`src/rtl/mem_decode.sv`:
```
`default_nettype none
// ============================================================================
// mem_decode : 65xx bus address decoder, chip selects, RAM write strobe and
//              CPU-writable bank register, all in the fast clk domain.
// Revision   : 1.0
// ============================================================================
module mem_decode #(
   parameter int                       ADDR_W      = 16,
   parameter int                       NUM_CS      = 4,
   parameter logic [NUM_CS*ADDR_W-1:0] REGION_BASE = {16'h8000, 16'hD000, 16'hD400, 16'h0000},
   parameter logic [NUM_CS*ADDR_W-1:0] REGION_MASK = {16'h8000, 16'hFC00, 16'hFC00, 16'h8000},
   parameter int                       RAM_IDX     = 0,
   parameter logic [ADDR_W-1:0]        BANK_ADDR   = 16'hFF00,
   parameter int                       BANK_W      = 4,
   parameter int                       WE_CYCLES   = 2,
   parameter int                       SYNC_STAGES = 2
) (
   input  logic              clk,
   input  logic              rst_n,
   input  logic              cpu_clk,
   input  logic              cpu_rwb,
   input  logic [ADDR_W-1:0] addr,
   input  logic [7:0]        data_in,
   output logic [NUM_CS-1:0] cs_n,
   output logic              ram_we_n,
   output logic              bank_oe_n,
   output logic [BANK_W-1:0] bank
);

   localparam int               CNT_W    = $clog2(WE_CYCLES + 1);
   localparam logic [CNT_W-1:0] CNT_LOAD = CNT_W'(WE_CYCLES);
   localparam logic [CNT_W-1:0] CNT_ONE  = CNT_W'(1);

   logic [SYNC_STAGES-1:0] phi_sync;
   logic [SYNC_STAGES-1:0] rwb_sync;
   logic                   phi_d;
   logic                   phi_s;
   logic                   rwb_s;
   logic                   rise;
   logic                   fall;

   logic [NUM_CS-1:0]      hits;
   logic [NUM_CS-1:0]      sel;
   logic                   is_bank;
   logic                   bank_wr_pend;
   logic [CNT_W-1:0]       we_cnt;
   logic                   unused_data;

   // Reset to 1 so a phi2 phase already high at release never looks like a rise.
   always_ff @(posedge clk or negedge rst_n) begin
      if (!rst_n) begin
         phi_sync <= '1;
         rwb_sync <= '1;
         phi_d    <= 1'b1;
      end else begin
         phi_sync <= {phi_sync[SYNC_STAGES-2:0], cpu_clk};
         rwb_sync <= {rwb_sync[SYNC_STAGES-2:0], cpu_rwb};
         phi_d    <= phi_s;
      end
   end

   assign phi_s = phi_sync[SYNC_STAGES-1];
   assign rwb_s = rwb_sync[SYNC_STAGES-1];
   assign rise  = phi_s & ~phi_d;
   assign fall  = ~phi_s & phi_d;

   for (genvar i = 0; i < NUM_CS; i++) begin : g_region
      assign hits[i] = (addr & REGION_MASK[i*ADDR_W +: ADDR_W]) == REGION_BASE[i*ADDR_W +: ADDR_W];
   end

   // Isolate the lowest set bit: lowest-index region has priority.
   assign sel     = hits & (~hits + NUM_CS'(1));
   assign is_bank = (addr == BANK_ADDR);

   assign unused_data = ^data_in;

   always_ff @(posedge clk or negedge rst_n) begin
      if (!rst_n) begin
         cs_n         <= '1;
         ram_we_n     <= 1'b1;
         bank_oe_n    <= 1'b1;
         bank         <= '0;
         bank_wr_pend <= 1'b0;
         we_cnt       <= '0;
      end else if (rise) begin
         if (is_bank) begin
            bank_oe_n <= ~rwb_s;
            if (!rwb_s) begin
               bank_wr_pend <= 1'b1;
            end
         end else begin
            cs_n <= ~sel;
            if (sel[RAM_IDX] && !rwb_s) begin
               ram_we_n <= 1'b0;
               we_cnt   <= CNT_LOAD;
            end
         end
      end else if (fall) begin
         cs_n      <= '1;
         bank_oe_n <= 1'b1;
         ram_we_n  <= 1'b1;
         we_cnt    <= '0;
         if (bank_wr_pend) begin
            bank         <= data_in[BANK_W-1:0];
            bank_wr_pend <= 1'b0;
         end
      end else if (we_cnt != '0) begin
         we_cnt <= we_cnt - CNT_ONE;
         if (we_cnt == CNT_ONE) begin
            ram_we_n <= 1'b1;
         end
      end
   end

endmodule
`default_nettype wire

```
`config.mk`:
```
export PLATFORM = sky130hd
export DESIGN_NAME = mem_decode
export DESIGN_NICKNAME = d
export VERILOG_FILES = /design/src/rtl/mem_decode.sv
export SDC_FILE = /design/constraint.sdc
export NUM_CORES = 1
export LEC_CHECK = 0
export CAP_MARGIN = 20
export CORE_UTILIZATION = 33
export CTS_CLUSTER_SIZE = 24
export DETAILED_ROUTE_END_ITERATION = 16
export PLACE_DENSITY = 0.75
export SYNTH_ARGS = -nofsm -noshare
export SYNTH_HDL_FRONTEND = slang
export SYNTH_SLANG_ARGS = --single-unit
```
`constraint.sdc`:
```
create_clock -name clk -period 3.1 [get_ports clk]
set_input_delay 0.62 -clock clk [delete_from_list [all_inputs] [get_ports clk]]
set_output_delay 0.62 -clock clk [all_outputs]
set_load 0.05 [all_outputs]
```
==> out/results.ini <==
[setup_path]
cp.arrival_ns=1.65
r2r_start=phi_sync[1]
endpoint_kind=output port
worst_ep_required_time_ns=2.48
crit_buf_inv=1
cp-start-kind=flip-flop
cp_top_family=buffers and inverters
crit_start=cs_n[3]
crit_chain=clkdlybuf4s50_1
critPathMaxStageDelay_ns=0.80
crit_slowest_cell=clkdlybuf4s50_1
crit_fanout=3
crit_type=flip-flop to output port

[timing]
relSlewSlack_pct=48.6
setup_violations=0
fin_crit_sh_pct=73.3
fmax_mhz=440
final.setup_skew_ns=0.00677
drv_slew=0
grt_setup_unrepaired=no
tns_ns=0
worst_pin_slew_ns=0.768
hold_viol_final=0
fin_ws_ns=0.829
period_minus_slack_ns=2.27

[global_route]
grt-ovfl-total=0
grt_pass1_vias=659
antenna_found_initial=0
grt.total_usage_pct=13.8
grt_max_degree=19
grt_pass1_wl_um=2820

[clocking]
cts_buffers=3
cts_root_buf=clkbuf_4
clockBufferDepth=2
hold_buffers=0
post_cts_buffers=0
h-tree-depth=1
cts_tree=yes
cts_num_sinks=18
ctsResizeCount=0
clkLatencyLatePin_ns=0.29
clk_pin_slew_worst_paths_ns=0.10

[yosys]
synth_top_family_by_area=simple AND/OR/NAND/NOR gates
syn_nets=104
synth_area_um2=852
synth_mux_area_share_pct=6.46
synthSimpleGateAreaFrac_pct=16.3
yosys.area_share.xor_xnor_pct=0
synth_top_area_cell=dfstp_2
synth_seq_cells=18
yosys_warnings=0
syn-instance-count=72
yosysTopAreaCellShare_pct=33.9
synth_compound_area_share_pct=12.9
synthDistinctLibCells=29
synth_fa_ha_area_share_pct=5.87
synth_seq_area_share_pct=54.5
syn_area_per_cell_um2=11.8
ys_top_cells_by_area=dfstp_2, dfrtp_1, ha_1

[hold_path]
min_path_type=flip-flop to flip-flop
min_from=rwb_sync[0]

[status]
status=completed

[place]
hpwlAfterDp_um=1360
numPortBuffers=33
pre_cts_slack_ns=0.575
gp_congestion=0.668
dpl.cell_count=133
placed_area_um2=1210

[die]
start_util_pct=34.7
coreArea_um2=2450
die_x_um=52.8
io_pins=38
die_h_um=52.8
die_area_um2=2790
rows=18

[power_and_ir_drop]
irDropWorstVdd_uv=309
leakagePower_nw=0.521
power_density_nw_per_um2=471

[layout]
final_cell_area_um2=1250
seqCellArea_um2=464
num_antenna_cells=0
multiInputGateArea_um2=354
drive_gt1_share_pct=19.6
fin_cells=137
nets=140
area_delta_synth_final_pct=46.5
fillerInstances=220

[routing]
wire_per_inst_um=12.6
drc_errors=0
vias=676
drt_iter0_drc=4
ant_nets=0
dr.pass1.iters=4
drt-total-wl_um=1720
avgViaCountPerCell=4.93

[job]
maxCapViolCount=0

cells in the mapped netlist (all sizes together):
| cell | count |
|---|---|
| ha | 4 |
| clkbuf | 2 |
| nor3b | 1 |
| or4bb | 2 |
| nand3 | 1 |
| a2bb2oi | 1 |
| o2bb2ai | 1 |
| dfrtp | 7 |
| inv | 7 |
| o21ai | 2 |
| nand2b | 1 |
| a21boi | 1 |
| nor2 | 6 |
| mux2i | 1 |
| mux2 | 4 |
| nor4 | 1 |
| nand3b | 1 |
| a22oi | 1 |
| nor2b | 2 |
| nand2 | 3 |
| a21oi | 5 |
| nand4b | 1 |
| o21a | 1 |
| dfstp | 11 |
| a22o | 1 |
| or4b | 1 |
| o32a | 1 |
| a311oi | 1 |
| o31ai | 1 |
logic make-up (layout without fill, tap and decap cells):
| kind of cell | Yosys count | after routing |
|---|---|---|
| compound gates | 16 | 16 |
| fa+ha+maj | 4 | 4 |
| simple gates | 20 | 20 |
| buf+inv | 9 | 44 |
| mux | 5 | 5 |
| flops | 18 | 18 |
routing by layer:
metal  global-route usage (%)  part of all wire [%]
met2                     22.4                    53
met3                     2.03                   4.1
met1                     18.2                    43
met4                     5.70                  0.41
met5                        0                     0
flip-flops by register name, summed over array words and instances (netlist names):
register	cells
bank	4
bank_oe_n	1
bank_wr_pend	1
cs_n	4
phi_d	1
phi_sync	2
ram_we_n	1
rwb_sync	2
we_cnt	2
final timing paths:
path	slack, ns	cells after the start	to
worst max-delay path	0.83	1	cs_n[3]
min in group asynchronous	0.77	1	bank[2]
worst min register to register	0.35	0	rwb_sync[1]
worst max register to register	1.39	5	cs_n[3]
worst min-delay path	0.35	0	rwb_sync[1]
max in group asynchronous	1.85	1	bank_wr_pend
final cells by class:
type | instances | area share [%]
Inverter | 7 | 2.10
Tap cell | 30 | 3.01
Multi-Input combinational cell | 45 | 28.4
Clock buffer | 4 | 2.91
Sequential cell | 18 | 37.2
Timing Repair Buffer | 33 | 26.5
cell usage in the layout (no fill, tap or decap), types with 2 or more instances in the layout:
cell type,synthesis,routed
dfstp_2,11,11
mux2_2,4,4
dfrtp_1,7,7
nand2_1,3,3
clkbuf_4,0,3
clkdlybuf4s50_1,0,33
o21ai_0,2,2
inv_1,7,7
nor2_1,6,6
a21oi_1,5,5
or4bb_1,2,2
nor2b_1,2,2
ha_1,4,4
metrics by stage:
| step | util (%) | hold slack, ns | power [mW] |
|---|---|---|---|
| after floorplan | - | 0.324 | 0.386 |
| after global placement | 49.4 | 0.346 | 0.444 |
| after detailed placement | 49.4 | 0.348 | 0.453 |
| after CTS | 50.9 | 0.359 | 0.597 |
| after global routing | 50.9 | 0.372 | 0.625 |
| final | 50.9 | 0.353 | 0.588 |
power breakdown:
part           switching, mW  internal [mW]
logic                 0.0861         0.0794
registers             0.0148          0.266
clock network         0.0701         0.0715
total                  0.171          0.417
No activity file was read; power rests on OpenSTA's default activity.
